==> config.mk <==
export PLATFORM = sky130hd
export DESIGN_NAME = usb_tx
export DESIGN_NICKNAME = d
export VERILOG_FILES = /design/src/rtl/usb_tx_pkg.sv /design/src/rtl/usb_tx_bit_timer.sv /design/src/rtl/usb_tx.sv
export SDC_FILE = /design/constraint.sdc
export NUM_CORES = 1
export LEC_CHECK = 0
export ABC_CLOCK_PERIOD_IN_PS = 5300
export BUFFER_PORTS_ARGS = -buffer_cell sky130_fd_sc_hd__buf_2
export CAP_MARGIN = 5
export CORE_MARGIN = 1.5
export CORE_UTILIZATION = 30
export CTS_CLUSTER_DIAMETER = 30
export DETAILED_ROUTE_END_ITERATION = 10
export MAX_ROUTING_LAYER = met4
export SLEW_MARGIN = 5
export SYNTH_ARGS = -nofsm -noshare
export SYNTH_HDL_FRONTEND = slang
export SYNTH_SLANG_ARGS = --single-unit
==> constraint.sdc <==
create_clock -name clk -period 5.3 [get_ports clk]
set_input_delay 0.53 -clock clk [delete_from_list [all_inputs] [get_ports clk]]
set_output_delay 0.53 -clock clk [all_outputs]
set_load 0.02 [all_outputs]
==> src/rtl/usb_tx_pkg.sv <==
// Shared types for the USB low/full-speed transmitter.
//   d_port_t    : line state driven onto D+/D- (J, K, SE0)
//   tx_state_t  : transmitter FSM states, padded to a full 3-bit space
//   SYNC_PATTERN: byte shifted out (LSB first) as the packet SYNC field
//   nrzi_toggle : J<->K swap used by NRZI encoding and stuff bits
package types;

  // Encoded as {D+, D-}.
  typedef enum logic [1:0] {
    SE0 = 2'b00,
    K   = 2'b01,
    J   = 2'b10
  } d_port_t;

  // All eight encodings are named so the state register decodes fully.
  typedef enum logic [2:0] {
    ST_IDLE    = 3'd0,
    ST_SYNC    = 3'd1,
    ST_DATA    = 3'd2,
    ST_STUFF   = 3'd3,
    ST_EOP_SE0 = 3'd4,
    ST_EOP_J   = 3'd5,
    ST_RSVD6   = 3'd6,
    ST_RSVD7   = 3'd7
  } tx_state_t;

  localparam logic [7:0] SYNC_PATTERN = 8'h80;

  function automatic d_port_t nrzi_toggle(input d_port_t lvl);
    return (lvl == J) ? K : J;
  endfunction

endpackage

==> src/rtl/usb_tx_bit_timer.sv <==
// Bit-period timer: counts 0..CLK_DIV-1 and flags the terminal count.
//   clk    : system clock
//   reset  : asynchronous, active-high
//   clear  : holds the count at zero (no strobes while asserted)
//   strobe : high during the last cycle of each bit period
module bit_timer #(
  parameter int CLK_DIV = 16
) (
  input  logic clk,
  input  logic reset,
  input  logic clear,
  output logic strobe
);

  localparam int CW = $clog2(CLK_DIV);
  localparam logic [CW-1:0] TERMINAL = CW'(CLK_DIV - 1);

  logic [CW-1:0] count;

  assign strobe = (count == TERMINAL) && !clear;

  // NOTE: state registers use non-blocking assignment so every flop samples
  // the pre-edge values of its neighbours, independent of block ordering.
  always_ff @(posedge clk or posedge reset) begin
    if (reset) begin
      count <= '0;
    end else if (clear || strobe) begin
      count <= '0;
    end else begin
      count <= count + CW'(1);
    end
  end

endmodule

==> src/rtl/usb_tx.sv <==
// USB 2.0 low/full-speed packet transmitter.
// Takes bytes from the SIE over a valid/ready handshake and drives one
// packet: SYNC, NRZI-encoded bit-stuffed payload, then EOP (SE0 SE0 J).
//   clk    : system clock
//   reset  : asynchronous, active-high
//   data   : byte from SIE, sent LSB first
//   valid  : SIE has a byte on data, held until ready
//   ready  : one-cycle pulse, data captured (coincides with bit 0 on d)
//   active : high from first SYNC bit until end of EOP J bit
//   oe     : port output enable
//   d      : driven line state
module usb_tx
  import types::*;
#(
  parameter int CLK_DIV = 16
) (
  input  logic       clk,
  input  logic       reset,
  input  logic [7:0] data,
  input  logic       valid,
  output logic       ready,
  output logic       active,
  output logic       oe,
  output d_port_t    d
);

  tx_state_t  state, state_n;
  logic [7:0] shift, shift_n;
  logic [2:0] bit_idx, bit_idx_n;   // bit within byte; reused as EOP SE0 counter
  logic [2:0] ones, ones_n;         // consecutive transmitted ones
  d_port_t    d_n;
  logic       oe_n, active_n, ready_n;
  logic       strobe;

  // Scratch for the "begin a new payload bit" action shared by three paths.
  logic       start_bit, bit_val, adv, byte_end;
  d_port_t    lvl_base;
  logic [2:0] ones_base;

  bit_timer #(.CLK_DIV(CLK_DIV)) u_bit_timer (
    .clk    (clk),
    .reset  (reset),
    .clear  (state == ST_IDLE),
    .strobe (strobe)
  );

  // NOTE: every variable assigned here gets a default first; otherwise a
  // path that skips an assignment would infer a latch.
  always_comb begin
    state_n   = state;
    shift_n   = shift;
    bit_idx_n = bit_idx;
    ones_n    = ones;
    d_n       = d;
    oe_n      = oe;
    active_n  = active;
    ready_n   = 1'b0;
    start_bit = 1'b0;
    bit_val   = 1'b0;
    lvl_base  = d;
    ones_base = ones;
    adv       = 1'b0;
    byte_end  = 1'b0;

    case (state)
      ST_IDLE: begin
        d_n      = J;
        oe_n     = 1'b0;
        active_n = 1'b0;
        if (valid) begin
          // Packet starts from a J level with a clean ones count.
          state_n   = ST_SYNC;
          shift_n   = SYNC_PATTERN;
          bit_idx_n = 3'd0;
          lvl_base  = J;
          ones_base = 3'd0;
          start_bit = 1'b1;
          bit_val   = SYNC_PATTERN[0];
          oe_n      = 1'b1;
          active_n  = 1'b1;
        end
      end
      ST_SYNC, ST_DATA: begin
        if (strobe) begin
          if (ones == 3'd6) begin
            state_n = ST_STUFF;
            d_n     = nrzi_toggle(d);
            ones_n  = 3'd0;
          end else if (bit_idx == 3'd7) begin
            byte_end = 1'b1;
          end else begin
            adv = 1'b1;
          end
        end
      end
      ST_STUFF: begin
        // Bit index was not advanced by the stuff bit, so bit 7 here means
        // the stuff was owed after the last bit of the byte.
        if (strobe) begin
          if (bit_idx == 3'd7) begin
            byte_end = 1'b1;
          end else begin
            adv     = 1'b1;
            state_n = ST_DATA;
          end
        end
      end
      ST_EOP_SE0: begin
        if (strobe) begin
          if (bit_idx == 3'd0) begin
            bit_idx_n = 3'd1;
          end else begin
            state_n = ST_EOP_J;
            d_n     = J;
          end
        end
      end
      ST_EOP_J: begin
        if (strobe) begin
          state_n  = ST_IDLE;
          d_n      = J;
          oe_n     = 1'b0;
          active_n = 1'b0;
        end
      end
      default: begin
        state_n  = ST_IDLE;
        d_n      = J;
        oe_n     = 1'b0;
        active_n = 1'b0;
      end
    endcase

    if (adv) begin
      bit_idx_n = bit_idx + 3'd1;
      shift_n   = {1'b0, shift[7:1]};
      start_bit = 1'b1;
      bit_val   = shift[1];
    end

    if (byte_end) begin
      if (valid) begin
        state_n   = ST_DATA;
        shift_n   = data;
        bit_idx_n = 3'd0;
        ready_n   = 1'b1;
        start_bit = 1'b1;
        bit_val   = data[0];
      end else begin
        state_n   = ST_EOP_SE0;
        d_n       = SE0;
        bit_idx_n = 3'd0;
      end
    end

    // NRZI: a 0 toggles the line, a 1 holds it and extends the ones run.
    if (start_bit) begin
      if (bit_val) begin
        d_n    = lvl_base;
        ones_n = ones_base + 3'd1;
      end else begin
        d_n    = nrzi_toggle(lvl_base);
        ones_n = 3'd0;
      end
    end
  end

  always_ff @(posedge clk or posedge reset) begin
    if (reset) begin
      state   <= ST_IDLE;
      shift   <= '0;
      bit_idx <= '0;
      ones    <= '0;
      d       <= J;
      oe      <= 1'b0;
      active  <= 1'b0;
      ready   <= 1'b0;
    end else begin
      state   <= state_n;
      shift   <= shift_n;
      bit_idx <= bit_idx_n;
      ones    <= ones_n;
      d       <= d_n;
      oe      <= oe_n;
      active  <= active_n;
      ready   <= ready_n;
    end
  end

endmodule
# [Word level (Yosys, flattened, before mapping)]
# Cells that the tools add are included.
[word_totals] reg_bits=25 out_inout_bits=5 elab_cells=114
[op_classes] n_reduce_logical=15 n_addsub=3 n_eq_ne=22 n_bitwise=1 muxes=65
[op_table] cell="$mux W3" n=22
[op_table] cell="$mux W8" n=5
[op_table] cell="$mux W2" n=13
[op_table] cell="$mux W1" n=18
[op_table] cell="$pmux W3 S5" n=1
[op_table] cell="$eq A3 B3 Y1 const B" n=4
[op_table] cell="$ne A3 B2 Y1 const B" n=4
[op_table] cell="$ne A3 B3 Y1 const B" n=4
[op_table] cell="$ne A4 B4 Y1 const B" n=2
[op_table] cell="$pmux W2 S4" n=1
[op_table] cell="$reduce_and A8 Y1" n=1
[op_table] cell="$add A3 B1 Y3 const B" n=2
[op_table] cell="$eq A3 B2 Y1 const B" n=2
[op_table] cell="$logic_not A3 Y1" n=2
[op_table] cell="$pmux W3 S2" n=1
[op_table] cell="$reduce_bool A2 Y1" n=3
[op_table] cell="$add A4 B1 Y4 const B" n=1
[op_table] cell="$eq A2 B2 Y1 const B" n=2
[op_table] cell="$eq A4 B4 Y1 const B" n=1
[op_table] cell="$mux W4" n=1
[op_table] cell="$ne A4 B3 Y1 const B" n=1
[op_table] cell="$pmux W1 S2" n=2
[op_table] cell="$reduce_and A4 Y1" n=1
[op_table] cell="$reduce_bool A4 Y1" n=1
[op_table] cell="other kinds (11)" n=11

# [Depth between registers and ports, before layout]
# Gate-level depths: netlist (run 1).
[logic_depth] ltp_word=10 mapped_depth=9 mapped_depth_nobuf=8

# [By module]
# Synthesis (run 1) repeated with hierarchy kept, for this count alone.
[hier_totals] hier_cells=167 area_unflattened_um2=1529.0
[by_module_without_submodules] mod="usb_tx" n_inst=1 cells_per_inst=152 seq_area_each_um2=501.7 area_per_inst_um2=1351.3
[by_module_without_submodules] mod="bit_timer" n_inst=1 cells_per_inst=15 seq_area_each_um2=100.1 area_per_inst_um2=177.7

# [Worst setup path after synthesis (run 1)]
# Ideal clock, no wire load.
[synth_timing] path_kind="register -> register" startpoint="reg bit_idx[0]" endpoint="reg d[1]" stages_incl_launch_ff=9 required_ns=5.218 n_path_buf=1 arrival_ns=1.790 slack_ns=3.428 cell_sequence="dfrtp_1 -> ha_1 -> ha_1 -> buf_2 -> nor2b_1 -> a31oi_1 -> nor4_4 -> nor4_1 -> a211o_1"
[synth_via] elab_chain_cells=10 word_cells_on_any_way=25 cone_classes="eq/ne (1); mux (23); reduce/logical (1)"
[synth_rtl] element="start: declaration" line="usb_tx.sv:29" text="logic [2:0] bit_idx, bit_idx_n;"
[synth_rtl] element="start signal: assignment" line="usb_tx.sv:181" text="bit_idx <= bit_idx_n;"
[synth_rtl] element="$eq A3 B3 Y1" line="usb_tx.sv:89, usb_tx.sv:100"
[synth_rtl] element="$mux W1" line="usb_tx.sv:89, usb_tx.sv:100"
[synth_rtl] element="$mux W1" line="usb_tx.sv:85" text="if (ones == 3'd6) begin"
[synth_rtl] element="$mux W1" line="usb_tx.sv:84" text="if (strobe) begin"
[synth_rtl] element="$pmux W1 S2" line="usb_tx.sv:65" text="case (state)"
[synth_rtl] element="$mux W1" line="usb_tx.sv:134" text="if (adv) begin"
[synth_rtl] element="$mux W1" line="usb_tx.sv:142" text="if (valid) begin"
[synth_rtl] element="$mux W1" line="usb_tx.sv:141" text="if (byte_end) begin"
[synth_rtl] element="$mux W2" line="usb_tx.sv:158" text="if (bit_val) begin"
[synth_rtl] element="$mux W2 (*)" line="usb_tx.sv:157" text="if (start_bit) begin"
[synth_rtl] element="named net d_n[1]" line="usb_tx.sv:31" text="d_port_t d_n;"
[synth_rtl] element="end signal: assignment" line="usb_tx.sv:183" text="d <= d_n;"
[synth_rtl] element="end: declaration" line="usb_tx.sv:24" text="output d_port_t d"
# The timed path passes the listed nets; every way through them passes the cells marked *.
# A chain may end at the register's enable or synchronous reset.

# [Worst setup path after layout (run 1)]
[layout_timing] startpoint="reg state[2]" endpoint="reg ones[2]"
[layout_via] elab_chain_cells=10 word_cells_on_any_way=28 cone_classes="add/sub (1); eq/ne (3); mux (16); reduce/logical (8)"
[layout_rtl] element="start: declaration" line="usb_tx.sv:27" text="tx_state_t state, state_n;"
[layout_rtl] element="start signal: assignment" line="usb_tx.sv:179" text="state <= state_n;"
[layout_rtl] element="$logic_not A3 Y1" line="usb_tx.sv:43, usb_tx.sv:65"
[layout_rtl] element="$logic_not A1 Y1" line="usb_tx_bit_timer.sv:20" text="assign strobe = (count == TERMINAL) && !clear;"
[layout_rtl] element="$logic_and A1 B1 Y1" line="usb_tx_bit_timer.sv:20"
[layout_rtl] element="$mux W1, on equally long branches" line="usb_tx.sv:99, usb_tx.sv:84"
[layout_rtl] element="$pmux W1 S2" line="usb_tx.sv:65"
[layout_rtl] element="$mux W1" line="usb_tx.sv:134"
[layout_rtl] element="$mux W1" line="usb_tx.sv:142"
[layout_rtl] element="$mux W1" line="usb_tx.sv:141"
[layout_rtl] element="$reduce_bool A2 Y1 (no line) or $mux W3 (tied branches)"
[layout_rtl] element="$reduce_and A3 Y1 (no line) or $mux W3 (tied branches)"
[layout_rtl] element="end signal: assignment" line="usb_tx.sv:182" text="ones <= ones_n;"
[layout_rtl] element="end: declaration" line="usb_tx.sv:30" text="logic [2:0] ones, ones_n;"
# Parallel ways exist; a longest one is shown, timed or not.

==> results of run 1 <==
-- power by group --
group | internal (uW) | total (uW) | switching, uW
combinational | 124 | 266 | 142
sequential | 244 | 315 | 71.3
clock | 101 | 167 | 66.3
total | 469 | 749 | 280
-- per-layer routing --
layer / vias up / GRT usage (%) / share of wire (%)
li1: 599 / - / -
met1: 569 / 18.83 / 50
met2: 14 / 20.75 / 47
met3: 4 / 1.606 / 1.7
met4: 0 / 4.242 / 1.2
met5: - / - / 0
-- worst reg2reg max path, stage by stage (launching register included) --
cell	delay, ns
dfrtp_1	0.86
nor2b_1	0.16
nand2_1	0.27
and2_1	0.17
ha_1	0.16
nor2_1	0.04
and3_1	0.18
a211o_1	0.22
-- cell type report --
class                   instances  area [sq um]  share of cell area [%]
repair buffers                 15         75.07                   4.396
flip-flops and latches         24         601.8                   35.24
multi-input cells             122         837.1                   49.01
inverters                       6         35.03                   2.051
clock inverters                 1         30.03                   1.758
clock buffers                   3         41.29                   2.418
well taps                      70         87.58                   5.128
-- path summary, 6_finish.rpt --
check / startpoint / endpoint / slack [ns] / cells past startpoint
min reg2reg: u_bit_timer.count[0]$_DFF_PP0_ / u_bit_timer.count[0]$_DFF_PP0_ / 0.47 / 1
max: state[2]$_DFFE_PP0P_ / ones[2]$_DFFE_PP0P_ / 3.13 / 7
max in group asynchronous: reset / bit_idx[0]$_DFFE_PP0P_ / 4.27 / 2
min: reset / ones[0]$_DFFE_PP0P_ / 0.46 / 2
max reg2reg: state[2]$_DFFE_PP0P_ / ones[2]$_DFFE_PP0P_ / 3.13 / 7
min in group clk: u_bit_timer.count[0]$_DFF_PP0_ / u_bit_timer.count[0]$_DFF_PP0_ / 0.47 / 1
-- Yosys cell counts, types with 4 or more instances --
cell     count
a21oi_1      9
a21oi_2      7
and3_1       6
buf_2        4
buf_6        4
dfrtp_1     23
ha_1         5
inv_1        5
nand2_1     12
nand3_1     10
nor2_1      17
nor2b_1      4
o21ai_0      5
-- stage by stage --
step,instance area [sq um],hold WS (ns),total power (uW),util [%],instances
global placement,1637,0.4553,584.4,32.46,237
finish,1708,0.4557,748.6,33.87,241
floorplan,1558,0.4312,538.2,-,163
detailed placement,1637,0.4642,587.6,32.46,237
global route,1708,0.4977,807.7,33.87,241
CTS,1708,0.4800,756.8,33.87,241
-- cells by family (layout without fill, tap and decap cells) --
| family | count (synthesis) | count (layout) | synth area share [%] |
|---|---|---|---|
| AOI/OAI and AO/OA | 41 | 41 | 19.52 |
| DFF | 24 | 24 | 38.63 |
| and+or+nand+nor | 73 | 73 | 28.03 |
| buffers and inverters | 17 | 25 | 7.630 |
| xor gates and xnor gates | 3 | 3 | 2.169 |
| adders and majority gates | 5 | 5 | 4.016 |
-- flip-flops by register name, summed over array words and instances, names as in the netlist --
| name | cells |
|---|---|
| shift | 7 |
| u_bit_timer.count | 4 |
| bit_idx | 3 |
| ones | 3 |
| state | 3 |
| d | 2 |
| oe | 1 |
| ready | 1 |
==> metrics.md, run 1 <==
| Metric | Value |
|---|---|
| Synth Register Bits | `24` |
| H-tree depth | `1` |
| Share of layout cells above drive strength 1 | `between 20 and 25%` |
| Area contributors post-synth | `dfrtp_1 (37%), nor2_1 (4.1%), ha_1 (4.0%)` |
| Area share of the largest cell type after synthesis | `a little under two fifths` |
| Sequential share of the synthesized area | `38.63%` |
| I/O Pins | `16` |
| GRT Util Overall | `a little over an eighth` |
| Starting Density | `30.89%` |
| Critical path's top delay family | `flip-flops` |
| Yosys cell types | `50` |
| Leading cell types in the layout, fill and taps excluded | `dfrtp_1 (23), nor2_1 (17), buf_2 (15), nand2_1 (12), nand3_1 (10)` |
| Iteration-0 DRC count of the detailed router | `115` |
| Max stage delay on crit path | `between 0.8 and 0.9 ns` |
| Vias in the first global route | `1170` |
| CP Data Required Time | `approximately 5.5 ns` |
| Crit-path cells | `nor2b_1 > nand2_1 > and2_1 > ha_1 > nor2_1 > and3_1 > a211o_1` |
| Max VDD drop | `around 0.00019 V` |
| Grt total ovfl | `0` |
| Post-CTS sizing | `0` |
| Status | `completed` |
| # rows | `26` |
| Placer Congestion | `0.7940` |
| Port Buffers | `15` |
| Ys flop type | `dfrtp_1` |
| Crit path kind | `flip-flop to flip-flop` |
| Rel. slew slack | `between 30% and 40%` |
| Power per cell area | `roughly 440 nW/um^2` |
| Initial antenna violation count | `0` |
| Post-CTS setup buffers | `0` |
| Largest net degree at the start of global routing | `25` |
| Commonest non-fill, non-tap cell in the layout | `dfrtp_1` |
| Area growth syn-to-layout | `9.639%` |
| Full die area | `about 5600 sq um` |
| Worst path arrival time | `2.34 ns` |
| Vias | `approximately 1200` |
| Drt first pass iters | `4` |
| TritonCTS clock tree | `yes` |
| Later-pin clock latency in the skew report | `0.27 ns` |
| Routed WL | `approximately 3200 um` |
| Hold crit path type | `input pin to asynchronous set/reset pin` |
| Leakage | `about 0.00076 uW` |
| Final number of hold-violating endpoints | `0` |
| Post-place setup slack | `3.149 ns` |
| Number of max-cap violations | `0` |
| Cts hold-fix bufs | `0` |
| Min Tclk post-route | `roughly 2.2 ns` |
| Critical Path Sink Type | `flip-flop` |
| Core Area | `slightly above 5000 sq um` |
| RSZ-0062 raised after global routing | `no` |
| Fin crit share | `41.00%` |
| CTS Root Buffer Type | `clkbuf_8` |
| Final setup fails | `0` |
| Overall die width | `around 75 um` |
| Synthesized area | `1558 sq um` |
| Fin. max-slew vios | `0` |
| Startpoint Class | `flip-flop` |
| Asr flop ratio synth | `100.0%` |
| Fin Setup TNS | `0 ns` |
| Max Clock Freq | `460.2 MHz` |
| Syn nets | `around 180` |
| Worst Tran Pin Value | `0.9459 ns` |
| Number of buffers created by CTS | `3` |
| Buf/Inv on CP | `0` |
| Leading area contributor after synthesis | `dfrtp_1` |
| Clock Skew | `0.004364 ns` |
| Die height | `roughly 75 um` |
| Diodes inserted | `0` |
| Drt wl/cell | `13.35 um` |
| Max Root-Sink Buffers | `2` |
| Synth warn | `0` |
| Sink Count | `24` |
| DRT antenna net count | `0` |
| Cells after synthesis | `163` |
| EDFF count, synth | `0` |
| Slowest CP cell | `dfrtp_1` |
| Global-route wire length before repair | `around 5700 um` |
| DP Wirelength | `between 2000 and 2500 um` |
| Syn_area_per_cell | `between 9 and 10 sq um` |
| # DRC | `0` |
| Fill count | `around 530` |
| Worst-path clk slew | `roughly 0.10 ns` |
| PnR worst setup slack | `between 3 and 4 ns` |
| Via/cell ratio | `4.921` |
| Net count, final | `around 190` |
| Critical Path Fanout Max | `21` |
Note: power is estimated with default switching activity, not from simulation.
==> run 2: changes to the inputs <==
- ABC_AREA: unset -> 1
- ABC_CLOCK_PERIOD_IN_PS: 5300 -> 1850
- clock period: 5.3 -> 1.85 ns (I/O delays scaled with it)
==> metrics.md, run 2 <==
| Metric | Value |
|---|---|
| Status | `completed` |
| Critical Path Sink Type | `flip-flop` |
| Placer Congestion | `between 0.9 and 1` |
| Worst Tran Pin Value | `0.3653 ns` |
| Commonest non-fill, non-tap cell in the layout | `nand2_1` |
| Min Tclk post-route | `approximately 1.7 ns` |
| Synth warn | `0` |
| Number of max-cap violations | `0` |
| Ys flop type | `dfrtp_1` |
| # rows | `25` |
| Drt first pass iters | `4` |
| Worst path arrival time | `around 1.9 ns` |
| Sequential Power Share | `38.7%` |
| Drt wl/cell | `about 11 um` |
| Fin. max-slew vios | `0` |
| Vias in the first global route | `approximately 1200` |
| Fin crit share | `slightly above 90%` |
| Rel. slew slack | `between 70% and 80%` |
| DP Wirelength | `between 2000 and 2500 um` |
| Max VDD drop | `about 0.00043 V` |
| Critical R2R Capture | `ones[2]$_DFFE_PP0P_` |
| P_int | `roughly 1200 uW` |
| Synth Register Bits | `24` |
| Port Buffers | `15` |
| Placed inst area | `between 1500 and 2000 sq um` |
| Syn nets | `217` |
| Area growth syn-to-layout | `15.98%` |
| I/O Pins | `16` |
| Number of buffers created by CTS | `3` |
| Fill count | `between 400 and 500` |
| Iteration-0 DRC count of the detailed router | `60` |
| Slowest CP cell | `dfrtp_1` |
| Via/cell ratio | `about 4.5` |
| Core Area | `about 4800 sq um` |
| Net count, final | `around 240` |
| Final number of hold-violating endpoints | `0` |
| Max Root-Sink Buffers | `2` |
| Diodes inserted | `0` |
| Leakage | `between 0.0009 and 0.001 uW` |
| Crit path kind | `flip-flop to flip-flop` |
| Cells after synthesis | `201` |
| Area contributors post-synth | `dfrtp_1 (38%), nand2_1 (13%), nand3_1 (6.3%)` |
| Global-route wire length before repair | `~5500 um` |
| Sw Share | `41.61%` |
| Critical Path Fanout Max | `8` |
| Overall die width | `~74 um` |
| Synthesized area | `between 1500 and 2000 sq um` |
| Leading area contributor after synthesis | `dfrtp_1` |
| Starting Density | `31.58%` |
| FF-to-FF path depth | `10` |
| Reg-to-Reg Start | `u_bit_timer.count[0]$_DFF_PP0_` |
| H-tree depth | `1` |
| Clock Skew | `0.001681 ns` |
| TritonCTS clock tree | `yes` |
| EDFF count, synth | `0` |
| Die height | `approximately 74 um` |
| Crit-path cells | `ha_1 > nand3_4 > nor2_8 > nand2_4 > nor2_4 > inv_2 > nand3_2 > inv_2 > nand3_1 > nand2_1` |
| CTS Root Buffer Type | `clkbuf_8` |
| Gate power share | `between 40% and 50%` |
| Leading cell types in the layout, fill and taps excluded | `nand2_1 (53), nor2_1 (24), dfrtp_1 (23), inv_1 (19), nand3_1 (19)` |
| Share of layout cells above drive strength 1 | `a little over a fifth` |
| Crit path top cell by count | `inv_2` |
| # DRC | `0` |
| Biggest regs | `shift (7), u_bit_timer.count (4)` |
| Top cells by count, synth | `nand2_1 (53), nor2_1 (25), dfrtp_1 (23)` |
| Later-pin clock latency in the skew report | `around 0.26 ns` |
| Most common cell in the netlist | `nand2_1` |
| Worst-path clk slew | `0.08 ns` |
| Buf/Inv on CP | `2` |
| Grt total ovfl | `0` |
| Largest net degree at the start of global routing | `25` |
| Max stage delay on crit path | `around 0.38 ns` |
| Power per cell area | `about 1200 nW/um^2` |
| Finished Cell Area | `between 1500 and 2000 sq um` |
| Min-Delay Endpoint | `shift[7]$_DFF_PP0_` |
| Vias | `between 1000 and 1500` |
| Syn_area_per_cell | `between 7 and 8 sq um` |
| Asr flop ratio synth | `between 90% and 100%` |
| Startpoint Class | `flip-flop` |
| Hold crit path type | `input pin to flip-flop` |
| Max Clock Freq | `roughly 600 MHz` |
| HP Start | `data[7]` |
| Net Sw Power | `approximately 840 uW` |
| Critical path's top delay family | `simple AND/OR/NAND/NOR gates` |
| Final setup fails | `0` |
| Sink Count | `24` |
| Clock power share | `approximately 18%` |
| Initial antenna violation count | `0` |
| RSZ-0062 raised after global routing | `yes` |
| Yosys cell types | `30` |
| Routed WL | `3167 um` |
| DRT antenna net count | `0` |
| Tot Pwr | `about 2000 uW` |
| Sequential share of the synthesized area | `approximately two fifths` |
| GRT Util Overall | `13.31%` |
| Largest Register | `shift` |
| Full die area | `between 5000 and 6000 sq um` |
| CP Data Required Time | `2.01 ns` |
| Worst reg2reg setup slack | `around 0.15 ns` |
| Max FFs per register | `7` |
| Hold path depth | `3` |
| Area share of the largest cell type after synthesis | `about two fifths` |
[run 2: changes by cell type after synthesis, moves of 5 or more]
cell and delta:
nand2_1 +41, inv_1 +14, nand3_1 +9, nor2_1 +8, a21oi_2 -7, and3_1 -6
a21oi_1 -5, inv_2 +5, nand2_4 +5, o21ai_0 +5
[run 2: worst max-delay path by stage]
stage	to	slack [ns]	start	depth (start not counted)
floorplan	d[0]$_DFF_PP0_	0.29	u_bit_timer.count[0]$_DFF_PP0_	11
global placement	ones[0]$_DFFE_PP0P_	0.19	u_bit_timer.count[0]$_DFF_PP0_	10
detailed placement	ones[2]$_DFFE_PP0P_	0.12	u_bit_timer.count[0]$_DFF_PP0_	10
CTS	ones[2]$_DFFE_PP0P_	0.11	u_bit_timer.count[0]$_DFF_PP0_	10
global route	state[0]$_DFFE_PP0P_	-0.009	u_bit_timer.count[0]$_DFF_PP0_	10
finish	ones[2]$_DFFE_PP0P_	0.15	u_bit_timer.count[0]$_DFF_PP0_	10
[run 2: power groups by stage]
stage,combinational (uW),sequential [uW],clock [uW]
2_1_floorplan,636,806,0
3_3_place_gp,882,787,0
3_5_place_dp,872,787,0
4_1_cts,879,776,370
5_1_grt,1020,800,391
6_report,882,781,354
[run 2: cell type report]
cell class / instances / area, sq um / share of cell area (%)
clock buffer: 4 / 55.05 / 3.141
multi-input combinational: 149 / 799.5 / 45.61
inverter: 24 / 90.09 / 5.139
sequential: 24 / 601.8 / 34.33
tap: 67 / 83.83 / 4.782
timing repair buffer: 21 / 122.6 / 6.995
[run 2: logic make-up after synthesis]
family | after synthesis | synth area share [%]
AO/OA/AOI/OAI | 25 | 9.273
buffers and inverters | 28 | 8.278
flip-flops | 24 | 39.82
adder cells (fa/ha/maj) | 5 | 4.139
XOR/XNOR | 2 | 1.159
AND/OR/NAND/NOR | 117 | 37.33
[run 2: tightest hold or removal path, delay by kind of cell]
family | cells | cell delay (ns)
AND/OR/NAND/NOR | 1 | 0.04
AO/OA/AOI/OAI | 1 | 0.07
buffers and inverters | 1 | 0.07
[run 2: metal layers]
layer | wire length, um | share of wire (%) | track usage [%]
met1 | 1667 | 53 | 19.00
met2 | 1380 | 44 | 20.04
met3 | 96 | 3.0 | 1.762
met4 | 23 | 0.73 | 3.086
met5 | 0 | 0 | -
[run 2: per-stage QoR]
stage	std cells	setup TNS [ns]	setup slack [ns]	hold slack [ns]	util, %
floorplan	201	0	0.2927	0.1989	-
global placement	283	0	0.1913	0.2478	34.80
detailed placement	283	0	0.1174	0.2521	34.80
CTS	288	0	0.1062	0.1314	36.16
global route	289	-0.009305	-0.009283	0.1534	36.63
finish	289	0	0.1487	0.1361	36.63
[run 2: timing repair]
action	CTS	global route
gates resized for setup	0	3
endpoints found under the setup margin	0	8
hold buffers	1	0
endpoints found under the hold margin	23	0
buffers inserted	0	1
==> run 3: changes to the inputs <==
- BUFFER_PORTS_ARGS: -buffer_cell sky130_fd_sc_hd__buf_2 -> unset
- DONT_BUFFER_PORTS: unset -> 1
==> metrics.md, run 3 (same netlist as run 2, synthesis figures left out) <==
| Metric | Value |
|---|---|
| Leading cell types in the layout, fill and taps excluded | `nand2_1 (53), nor2_1 (24), dfrtp_1 (23), inv_1 (19), nand3_1 (19)` |
| Worst path arrival time | `between 1.5 and 2 ns` |
| Startpoint Class | `flip-flop` |
| Crit path depth | `9` |
| Max VDD drop | `~0.00047 V` |
| Number of max-cap violations | `0` |
| CP Data Required Time | `2.01 ns` |
| Worst Tran Pin Value | `between 0.6 and 0.7 ns` |
| Sink Count | `24` |
| Vias in the first global route | `between 1000 and 1500` |
| Fin crit share | `89.86%` |
| Hold crit path type | `input pin to flip-flop` |
| Routed WL | `roughly 3100 um` |
| Net count, final | `about 220` |
| Iteration-0 DRC count of the detailed router | `65` |
| Die height | `approximately 74 um` |
| Largest Register | `shift` |
| Placed Cells | `268` |
| Post-CTS setup buffers | `0` |
| # rows | `25` |
| Worst-path clk slew | `approximately 0.08 ns` |
| Power per cell area | `roughly 1200 nW/um^2` |
| Number of buffers created by CTS | `3` |
| Placer Congestion | `0.9313` |
| GRT Util Overall | `a little over an eighth` |
| Vias | `roughly 1300` |
| Full die area | `roughly 5500 sq um` |
| Biggest regs | `shift (7), u_bit_timer.count (4)` |
| Storage cell area | `approximately 600 sq um` |
| TritonCTS clock tree | `yes` |
| Hold path depth | `2` |
| Max Clock Freq | `601.6 MHz` |
| Rel. slew slack | `roughly 60%` |
| Leakage | `~0.00086 uW` |
| Share of layout cells above drive strength 1 | `between 10% and 20%` |
| Clock Skew | `0.005046 ns` |
| Drt first pass iters | `4` |
| Critical path's top delay family | `simple AND/OR/NAND/NOR gates` |
| Final setup fails | `0` |
| Drt wl/cell | `between 10 and 15 um` |
| Commonest non-fill, non-tap cell in the layout | `nand2_1` |
| Status | `completed` |
| Later-pin clock latency in the skew report | `0.26 ns` |
| Fill count | `505` |
| DP Wirelength | `roughly 2400 um` |
| Worst reg2reg setup slack | `around 0.19 ns` |
| Initial antenna violation count | `0` |
| I/O Pins | `16` |
| Multi-input gate area | `~800 sq um` |
| Global-route wire length before repair | `5388 um` |
| Grt total ovfl | `0` |
| Port Buffers | `0` |
| H-tree depth | `1` |
| Fin. max-slew vios | `0` |
| Via/cell ratio | `4.637` |
| Critical Path Fanout Max | `5` |
| Max stage delay on crit path | `between 0.4 and 0.5 ns` |
| Starting Density | `between 30% and 40%` |
| Area growth syn-to-layout | `10.02%` |
| Final number of hold-violating endpoints | `0` |
| Overall die width | `73.98 um` |
| Diodes inserted | `0` |
| Crit path kind | `flip-flop to flip-flop` |
| Critical Path Sink Type | `flip-flop` |
| CTS Root Buffer Type | `clkbuf_8` |
| Largest net degree at the start of global routing | `17` |
| Min Tclk post-route | `1.662 ns` |
| DRT antenna net count | `0` |
| Max Root-Sink Buffers | `2` |
| Final Non-Filler Cells | `between 200 and 300` |
| # DRC | `0` |
| Tot Pwr | `around 1900 uW` |
| Buf/Inv on CP | `1` |
| Slowest CP cell | `dfrtp_1` |
| Core Area | `approximately 4800 sq um` |
| FF-to-FF path depth | `9` |
| Crit-path cells | `nor2_1 > nand2_1 > nor2_2 > buf_4 > nor2_1 > ha_1 > xnor2_1 > nand2_1 > nand2_1` |
| Crit path top cell by count | `nand2_1` |
| Max FFs per register | `7` |
## run 3: cell count changes in the layout (fill, tap and decap cells not counted)
| cell | change |
|---|---|
| ha_1 | -1 |
| buf_2 | -15 |
| ha_2 | +1 |
| buf_4 | -1 |
| clkbuf_1 | +1 |
| clkbuf_8 | -1 |
## run 3: worst paths after layout
check | start | end
max | state[1]$_DFFE_PP0P_ | ones[2]$_DFFE_PP0P_
max in group asynchronous | reset | state[0]$_DFFE_PP0P_
min in group asynchronous | reset | bit_idx[2]$_DFFE_PP0P_
min reg2reg | u_bit_timer.count[0]$_DFF_PP0_ | u_bit_timer.count[0]$_DFF_PP0_
min | data[7] | shift[7]$_DFF_PP0_
max reg2reg | state[1]$_DFFE_PP0P_ | ones[2]$_DFFE_PP0P_
## run 3: layout make-up
class                   instances  area share [%]
repair buffers                  5           2.408
inverters                      24           5.418
well taps                      67           5.041
flip-flops and latches         24           36.19
multi-input cells             149           48.23
clock buffers                   4           2.709
## run 3: metal layers
metal | vias up | share of wire [%] | GRT usage [%]
met1 | 574 | 48 | 18.01
met4 | 0 | 0.77 | 4.321
met3 | 2 | 3.8 | 1.897
li1 | 661 | - | -
met2 | 29 | 47 | 19.74
met5 | - | 0 | -
## run 3: timing repair
item                       4_1_cts  5_1_grt
resized for setup                0        4
setup endpoints to repair        0        9
hold buffers                     1        0
hold endpoints to repair        14        0
## run 3: report_power, final
part           leakage (uW)  switching [uW]  internal, uW
clock             0.0000228             159           154
sequential         0.000314             150           670
combinational      0.000523             515           284
total              0.000859             824          1110
## run 3: worst register-to-register path, stage by stage (launching register included)
cell	delay [ns]
dfrtp_1	0.45
nor2_1	0.16
nand2_1	0.16
nor2_2	0.17
buf_4	0.15
nor2_1	0.04
ha_1	0.20
xnor2_1	0.13
nand2_1	0.06
nand2_1	0.04
## run 3: metrics by stage
stage	setup slack [ns]	setup TNS (ns)	hold slack (ns)	instance area, sq um	utilization (%)
after CTS	0.1117	0	0.05219	1645	34.38
after floorplan	0.2927	0	0.1989	1511	-
final	0.1877	0	0.05768	1663	34.75
after detailed placement	0.1369	0	0.1778	1590	33.23
after global placement	0.1877	0	0.1808	1590	33.23
after global routing	-0.005576	-0.005576	0.07143	1663	34.75
